--- src/rtl/regfile_wb_arbiter.sv ---
// -----------------------------------------------------------------------------
// regfile_wb_arbiter
//
// Write-port controller for the general-purpose register file (r0..r14).
// After reset it clears every register to INIT_VALUE, one index per cycle.
// It then shares the single write port between two writeback requesters
// using a round-robin valid/ready handshake with registered write outputs.
//
// Ports
//   clk           clock, all state updates on the rising edge
//   rst           synchronous active-high reset
//   req0_valid    EXE/ALU writeback request
//   req0_dest     EXE destination index
//   req0_data     EXE writeback data
//   req0_ready    EXE request accepted this cycle (combinational)
//   req1_valid    MEM/load writeback request
//   req1_dest     MEM destination index
//   req1_data     MEM writeback data
//   req1_ready    MEM request accepted this cycle (combinational)
//   wb_en         register-file write enable (registered)
//   wb_dest       register-file write index (registered)
//   wb_data       register-file write data (registered)
//   init_done     high once the clear sequence has completed (registered)
//   illegal_dest  one-cycle pulse when an accepted request targets >= NUM_REGS
// -----------------------------------------------------------------------------
module regfile_wb_arbiter #(
    parameter int          NUM_REGS   = 15,
    parameter logic [31:0] INIT_VALUE = 32'h0000_0000
) (
    input  logic        clk,
    input  logic        rst,
    input  logic        req0_valid,
    input  logic [3:0]  req0_dest,
    input  logic [31:0] req0_data,
    output logic        req0_ready,
    input  logic        req1_valid,
    input  logic [3:0]  req1_dest,
    input  logic [31:0] req1_data,
    output logic        req1_ready,
    output logic        wb_en,
    output logic [3:0]  wb_dest,
    output logic [31:0] wb_data,
    output logic        init_done,
    output logic        illegal_dest
);

    typedef enum logic [0:0] {
        ST_INIT = 1'b0,
        ST_RUN  = 1'b1
    } state_t;

    localparam logic [3:0] LAST_IDX   = 4'(NUM_REGS - 1);
    localparam logic [4:0] NUM_REGS_W = 5'(NUM_REGS);

    state_t      state_r;
    state_t      state_nxt_s;
    logic [3:0]  cnt_r;
    logic [3:0]  cnt_nxt_s;
    logic        last_grant_r;
    logic        last_grant_nxt_s;

    logic        wb_en_nxt_s;
    logic [3:0]  wb_dest_nxt_s;
    logic [31:0] wb_data_nxt_s;
    logic        init_done_nxt_s;
    logic        illegal_nxt_s;

    logic        ready0_s;
    logic        ready1_s;
    logic        xfer_s;
    logic [3:0]  sel_dest_s;
    logic [31:0] sel_data_s;

    // Round-robin grant: depends only on state, the valids and last_grant.
    always_comb begin
        ready0_s = 1'b0;
        ready1_s = 1'b0;
        if (state_r == ST_RUN) begin
            if (req0_valid && req1_valid) begin
                // On a tie, the requester that did not win last time goes now.
                ready0_s = last_grant_r;
                ready1_s = ~last_grant_r;
            end else begin
                ready0_s = req0_valid;
                ready1_s = req1_valid;
            end
        end else begin
            ready0_s = 1'b0;
            ready1_s = 1'b0;
        end
    end

    assign req0_ready = ready0_s;
    assign req1_ready = ready1_s;

    // Select the payload of whichever requester was granted.
    always_comb begin
        xfer_s     = ready0_s | ready1_s;
        sel_dest_s = 4'd0;
        sel_data_s = 32'h0000_0000;
        if (ready0_s) begin
            sel_dest_s = req0_dest;
            sel_data_s = req0_data;
        end else begin
            sel_dest_s = req1_dest;
            sel_data_s = req1_data;
        end
    end

    // Next-state and next-output logic for the INIT/RUN sequencer.
    always_comb begin
        state_nxt_s      = state_r;
        cnt_nxt_s        = cnt_r;
        last_grant_nxt_s = last_grant_r;
        wb_en_nxt_s      = 1'b0;
        wb_dest_nxt_s    = wb_dest;
        wb_data_nxt_s    = wb_data;
        init_done_nxt_s  = init_done;
        illegal_nxt_s    = 1'b0;
        case (state_r)
            ST_INIT: begin
                wb_en_nxt_s   = 1'b1;
                wb_dest_nxt_s = cnt_r;
                wb_data_nxt_s = INIT_VALUE;
                if (cnt_r == LAST_IDX) begin
                    // Last clear write issues on the same edge init_done rises.
                    state_nxt_s     = ST_RUN;
                    cnt_nxt_s       = 4'd0;
                    init_done_nxt_s = 1'b1;
                end else begin
                    cnt_nxt_s       = cnt_r + 4'd1;
                    init_done_nxt_s = 1'b0;
                end
            end
            ST_RUN: begin
                init_done_nxt_s = 1'b1;
                if (xfer_s) begin
                    last_grant_nxt_s = ready1_s;
                    if ({1'b0, sel_dest_s} >= NUM_REGS_W) begin
                        // Accepted but dropped: index 15 is the PC slot.
                        wb_en_nxt_s   = 1'b0;
                        illegal_nxt_s = 1'b1;
                    end else begin
                        wb_en_nxt_s   = 1'b1;
                        wb_dest_nxt_s = sel_dest_s;
                        wb_data_nxt_s = sel_data_s;
                    end
                end else begin
                    last_grant_nxt_s = last_grant_r;
                    wb_en_nxt_s      = 1'b0;
                end
            end
            default: begin
                // Unreachable encoding: fall back to a fresh clear sequence.
                state_nxt_s     = ST_INIT;
                cnt_nxt_s       = 4'd0;
                init_done_nxt_s = 1'b0;
            end
        endcase
    end

    // State, counter, arbitration history and registered write-port outputs.
    always_ff @(posedge clk) begin
        if (rst) begin
            state_r      <= ST_INIT;
            cnt_r        <= 4'd0;
            last_grant_r <= 1'b1;
            wb_en        <= 1'b0;
            wb_dest      <= 4'd0;
            wb_data      <= 32'h0000_0000;
            init_done    <= 1'b0;
            illegal_dest <= 1'b0;
        end else begin
            state_r      <= state_nxt_s;
            cnt_r        <= cnt_nxt_s;
            last_grant_r <= last_grant_nxt_s;
            wb_en        <= wb_en_nxt_s;
            wb_dest      <= wb_dest_nxt_s;
            wb_data      <= wb_data_nxt_s;
            init_done    <= init_done_nxt_s;
            illegal_dest <= illegal_nxt_s;
        end
    end

endmodule
--- config.mk ---
export PLATFORM = sky130hd
export DESIGN_NAME = regfile_wb_arbiter
export DESIGN_NICKNAME = d
export VERILOG_FILES = /design/src/rtl/regfile_wb_arbiter.sv
export SDC_FILE = /design/constraint.sdc
export NUM_CORES = 1
export LEC_CHECK = 0
export ABC_AREA = 1
export BUFFER_PORTS_ARGS = -buffer_cell sky130_fd_sc_hd__buf_2
export CAP_MARGIN = 20
export CORE_UTILIZATION = 40
export DETAILED_ROUTE_END_ITERATION = 8
export GPL_ROUTABILITY_DRIVEN = 0
export HOLD_SLACK_MARGIN = 0.08
export PLACE_DENSITY_LB_ADDON = 0.05
export SLEW_MARGIN = 20
export SYNTH_ARGS = -nofsm -noshare
export SYNTH_HDL_FRONTEND = slang
export SYNTH_SLANG_ARGS = --single-unit
export TNS_END_PERCENT = 30
--- constraint.sdc ---
create_clock -name clk -period 3.05 [get_ports clk]
set_input_delay 0.305 -clock clk [delete_from_list [all_inputs] [get_ports clk]]
set_output_delay 0.305 -clock clk [all_outputs]
set_load 0.02 [all_outputs]
==> flow_summary.toml, run 1 <==
[yosys]
syn-cell-area_um2 = 2360
ys_top_cells_by_count = "109 x nand2_1, 44 x dfxtp_1, 23 x nor2_1"
synth.ff_latch_count = 44
synthArstFlopShare = 0
synth_cell_types = 31
synth_edf_count = 0
ys.flop_type = "dfxtp_1"
yosysMostFrequentCell = "nand2_1"
syn-num-nets = 403
synthCells = 327
netlist.area_leader.share = 0.374
ys_warn_count = 0
seq_area_frac_synth = 0.374
synth_area_leaders = "dfxtp_1 37%, nand2_1 17%, nand3_2 6.8%"
avgSynthCellArea_um2 = 7.21
yosys.area.top_type = "dfxtp_1"

[routing]
drt-pass1-iter-count = 4
wl_um = 5880
first_iter_violations = 69
topRoutingLayerUsed = "met4"
wl_met2_um = 2910
drt-met1-wl_um = 2650
via_count = 2393
wl_per_cell_um = 11.6
via_per_inst = 4.71
detail-route-antenna-nets = 0
met3_length_um = 275
drc = 0

[floorplan]
initial_core_util = 0.420
die_w_um = 78.8
pin_count = 117
die_area_um2 = 6200
fp.coreArea_um2 = 5610
rows = 27
die_y_um = 78.8

[power_and_ir_drop]
power_frac_clock = 0.431
power.density_nw_per_um2 = 394
irDropWorstVdd_uv = 262
power_frac_seq = 0.483
power_frac_comb = 0.086
p_switching_w = 0.000254
p_total_w = 0.00121
p_int_w = 0.000956
swShare = 0.210
leakagePower_nw = 1.57

[cts]
numCtsBuffers = 5
cts_tree = "built"
cts_root_buffer = "clkbuf_8"
ctsHoldBuffers = 0
cts_buffer_depth = 2
clock-sinks = 44
cts_max_level = 2
clk_pin_slew_ns = 0.08
clk_latency_ns = 0.29
cts_setup_buffers = 0
cts-resized-gates = 0

[sta]
setup_viol = 0
fmax_mhz = 460
drv_slew = 0
skew_ns = 0.00645
period_share = 0.712
period_minus_slack_ns = 2.17
max_slew_margin = 0.631
final_hold_viol_count = 0
worst_pin_slew_ns = 0.554
rsz0062_at_grt = "false"
tns_ns = 0

[final_layout]
area_growth_pct = 30.2
nets = 512
layout-drive-gt1-share = 0.383
seq_area_um2 = 881
multi_input_area_um2 = 1270
fillerInstances = 604
diodes = 0

[global_routing]
antenna_found_initial = 0
grt.total_usage = 0.189
overflow = 0
grt_pass1_wl_um = 9320
grt_max_degree = 38
grt_pass1_vias = 2144

[run_status]
status = "complete, no violations"

[worst_setup_path]
path_class = "reg2reg"
worstSetupEndpointType = "register"
start_kind = "register"
required_ns = 3.29
arrival_ns = 2.41
cp_max_fo = 36

[placed_design]
dp_hpwl_um = 4260
io_buffers = 116

[hold_path]
holdCritPathClass = "in2reg"

[flow_run]
drv_cap = 0
## cell type report
cell class / count / share of cell area
clock buffers: 5 / 0.0224
clock inverters: 2 / 0.0196
inverters: 24 / 0.0302
multi-input cells: 242 / 0.415
flip-flops and latches: 44 / 0.287
well taps: 72 / 0.0294
repair buffers: 119 / 0.196
## per-layer routing
metal,vias to the layer above,track usage
li1,1274,-
met3,5,0.0425
met5,-,0
met2,56,0.350
met4,0,0.0444
met1,1058,0.217
## worst paths after layout
| path | from | end | slack [ns] | cells past startpoint |
|---|---|---|---|---|
| setup / recovery | init_done | wb_data[12] | 0.88 | 9 |
| hold / removal | req0_data[6] | wb_data[6] | 0.29 | 3 |
| setup reg to reg | init_done | wb_data[12] | 0.88 | 9 |
| hold reg to reg | wb_data[22] | wb_data[22] | 0.47 | 2 |
## through the flow
stage	util	instance area [um2]	setup slack [ns]	hold slack [ns]	std cells
after floorplan	-	2360	1.24	0.408	327
after global placement	0.524	2940	0.902	0.454	501
after detailed placement	0.524	2940	0.859	0.459	501
after CTS	0.547	3070	0.879	0.290	508
after global routing	0.547	3070	0.658	0.307	508
final	0.547	3070	0.877	0.293	508
## worst max-delay path, stage by stage (launching register included)
cell	delay, ns
dfxtp_1	0.35
buf_4	0.34
nand2_1	0.08
a21oi_1	0.26
nor2_2	0.10
inv_2	0.27
nand2_8	0.24
inv_2	0.29
nor2_1	0.07
nor2_1	0.10
## sequential cells by signal, summed over array words and instances (netlist names)
signal,count
init_done,1
wb_data,32
illegal_dest,1
cnt_r,4
wb_en,1
last_grant_r,1
wb_dest,4
## kinds of logic after synthesis
group / synth area share
AOI/OAI and AO/OA: 0.130
buffers and inverters: 0.0860
DFF: 0.374
muxes: 0.0297
and+or+nand+nor: 0.381
## cells in the final DEF, fill, tap and decap left out, types with 2 or more instances in the layout
cell type | netlist | routed
nand3_2 | 16 | 16
o21ai_1 | 8 | 8
a21oi_1 | 17 | 17
mux2i_1 | 7 | 7
nand2_4 | 2 | 2
bufinv_16 | 0 | 2
nor2_4 | 2 | 2
a21oi_2 | 12 | 12
o21ai_0 | 8 | 8
nor2_1 | 23 | 23
clkbuf_8 | 0 | 5
buf_4 | 0 | 3
dfxtp_1 | 44 | 44
buf_2 | 6 | 116
nand3b_1 | 4 | 4
inv_2 | 3 | 3
nand3_1 | 22 | 22
nand2_1 | 109 | 109
inv_1 | 20 | 20
nand2_2 | 3 | 3
## power groups by stage
stage / combinational [W] / clock (W) / sequential [W]
global route: 0.000116 / 0.000560 / 0.000585
CTS: 0.000106 / 0.000536 / 0.000584
finish: 0.000105 / 0.000522 / 0.000584
global placement: 0.000105 / 0 / 0.000598
floorplan: 0.0000451 / 0 / 0.000600
detailed placement: 0.000105 / 0 / 0.000598
Note: power is estimated with default switching activity, not from simulation.
==> run 2: changes to the inputs <==
--- a/config.mk
+++ b/config.mk
@@ -5,7 +5,7 @@
 export SDC_FILE = /design/constraint.sdc
 export NUM_CORES = 1
 export LEC_CHECK = 0
-export ABC_AREA = 1
+export ABC_AREA = 0
 export BUFFER_PORTS_ARGS = -buffer_cell sky130_fd_sc_hd__buf_2
 export CAP_MARGIN = 20
 export CORE_UTILIZATION = 40
==> constraint.sdc (replaced) <==
create_clock -name clk -period 2.17 [get_ports clk]
set_input_delay 0.217 -clock clk [delete_from_list [all_inputs] [get_ports clk]]
set_output_delay 0.217 -clock clk [all_outputs]
set_load 0.02 [all_outputs]
==> run 2 against run 1 <==
  * Register-to-register slack lost 0.53 ns
  * Clock skew shrank 0.0018 ns
  * Total power is 23% higher
  * Sequential share of layout area fell by 1.0 points
  * Critical endpoint is now wb_data[21]
  * Largest cell class unchanged
  * Highest routed layer unchanged
==> flow_summary.toml, run 2 <==
[run_status]
status = "complete, no violations"

[sta]
drv_slew = 0
skew_ns = 0.00460
worst_pin_slew_ns = 0.537
max_slew_margin = 0.642
fmax_mhz = 549
setup_viol = 0
tns_ns = 0
period_share = 0.839
rsz0062_at_grt = "false"
period_minus_slack_ns = 1.82
final_hold_viol_count = 0

[cts]
cts_buffer_depth = 2
cts_root_buffer = "clkbuf_8"
cts_setup_buffers = 0
clock-sinks = 44
ctsHoldBuffers = 0
numCtsBuffers = 5
cts_tree = "built"
clk_pin_slew_ns = 0.08
clk_latency_ns = 0.30
cts-resized-gates = 0
cts_max_level = 2

[final_layout]
area_growth_pct = 27.9
final_common_cell = "buf_2"
top_regs = "wb_data (32), cnt_r (4), wb_dest (4)"
stdcell_count = 482
diodes = 0
layout-drive-gt1-share = 0.344
top_register = "wb_data"
fin_area_um2 = 3180
fillerInstances = 605
nets = 482
largest_register_ffs = 32
mostFrequentLayoutCells = "116 x buf_2, 44 x dfxtp_1, 42 x nand2_1"

[yosys]
yosysMostFrequentCell = "dfxtp_1"
synth_compound_area_frac = 0.246
synth_top_family_by_area = "compound AO/OA/AOI/OAI gates"
synthCells = 306
synth.ff_latch_count = 44
ys.flop_type = "dfxtp_1"
synth_cell_types = 35
synth-xor-area-share = 0
seq_area_frac_synth = 0.354
synth_area_leaders = "dfxtp_1 35%, mux2i_1 13%, a21boi_0 11%"
syn-cell-area_um2 = 2490
yosys.area.top_type = "dfxtp_1"
netlist.area_leader.share = 0.354
synth-simple-area-share = 0.210
synthArstFlopShare = 0
ys_top_cells_by_count = "44 x dfxtp_1, 42 x nand2_1, 35 x a21boi_0"
avgSynthCellArea_um2 = 8.14
syn-num-nets = 382
synth_fa_ha_area_frac = 0
synth_edf_count = 0
muxShareOfSynthArea = 0.129
ys_warn_count = 0

[routing]
drc = 0
drt-pass1-iter-count = 4
detail-route-antenna-nets = 0
via_count = 2448
wl_per_cell_um = 12.7
via_per_inst = 5.08
wl_um = 6110
first_iter_violations = 75

[power_and_ir_drop]
power.density_nw_per_um2 = 469
irDropWorstVdd_uv = 233
leakagePower_nw = 1.69

[floorplan]
fp.coreArea_um2 = 5960
pin_count = 117
die_w_um = 80.9
initial_core_util = 0.418
rows = 28
die_y_um = 80.9
die_area_um2 = 6540

[worst_setup_path]
cp_max_fo = 24
worstSetupEndpointType = "register"
required_ns = 2.34
path_class = "reg2reg"
path_cells = "and2_1 -> a21oi_1 -> or3_2 -> buf_4 -> mux2i_1"
start_kind = "register"
cpMaxStageDelayCell = "dfxtp_1"
arrival_ns = 1.99
critPathMaxStageDelay_ns = 0.52

[flow_run]
drv_cap = 0

[placed_design]
dp_hpwl_um = 4180
placed_cell_area_um2 = 3090
io_buffers = 116
dp_cells = 474

[global_routing]
grt_pass1_vias = 2064
grt.total_usage = 0.183
grt_pass1_wl_um = 9270
overflow = 0
antenna_found_initial = 0
grt_max_degree = 69

[hold_path]
holdCritPathClass = "in2reg"
[run 2: through the flow]
stage	power [W]	setup slack (ns)	utilization	hold slack [ns]
CTS	0.00152	0.334	0.535	0.282
global placement	0.000979	0.407	0.519	0.441
detailed placement	0.000980	0.343	0.519	0.448
global route	0.00157	0.233	0.535	0.313
finish	0.00149	0.350	0.535	0.291
floorplan	0.000901	0.520	-	0.381
[run 2: cell families (layout without fill, tap and decap cells)]
kind of cell           Yosys count  count (layout)
and+or+nand+nor                103             103
AOI/OAI and AO/OA               95              95
DFF                             44              44
muxes                           32              32
buffers and inverters           32             133
[run 2: worst paths after layout]
kind,start,cells after the start,slack (ns),end
worst max-delay path,init_done,5,0.35,wb_data[21]
worst min-delay path,rst,2,0.29,cnt_r[0]
worst max register to register,init_done,5,0.35,wb_data[21]
worst min register to register,wb_data[23],2,0.46,wb_data[23]
[run 2: area by class of cell]
type	instances	area (um2)	share of cell area
multi-input cells	230	1460	0.460
flip-flops and latches	44	881	0.277
repair buffers	123	646	0.203
well taps	75	93.8	0.0295
clock buffers	6	82.6	0.0259
clock inverters	2	10.0	0.00314
inverters	2	7.51	0.00236
[run 2: worst max-delay path: cells and delay by family (launching register included)]
family	cells	cell delay, ns
compound gates	1	0.08
flops	1	0.52
buf+inv	1	0.27
simple gates	2	0.66
mux	1	0.16
[run 2: power breakdown]
group	switching, W	internal (W)
Sequential	0.00000779	0.000814
Combinational	0.0000576	0.0000805
Clock	0.000278	0.000254
[run 2: routing by layer]
layer,GRT usage,up-vias,wire length [um]
met4,0.0571,0,68
met3,0.0517,7,435
li1,-,1280,-
met5,0,-,0
met2,0.304,85,2710
met1,0.227,1076,2890
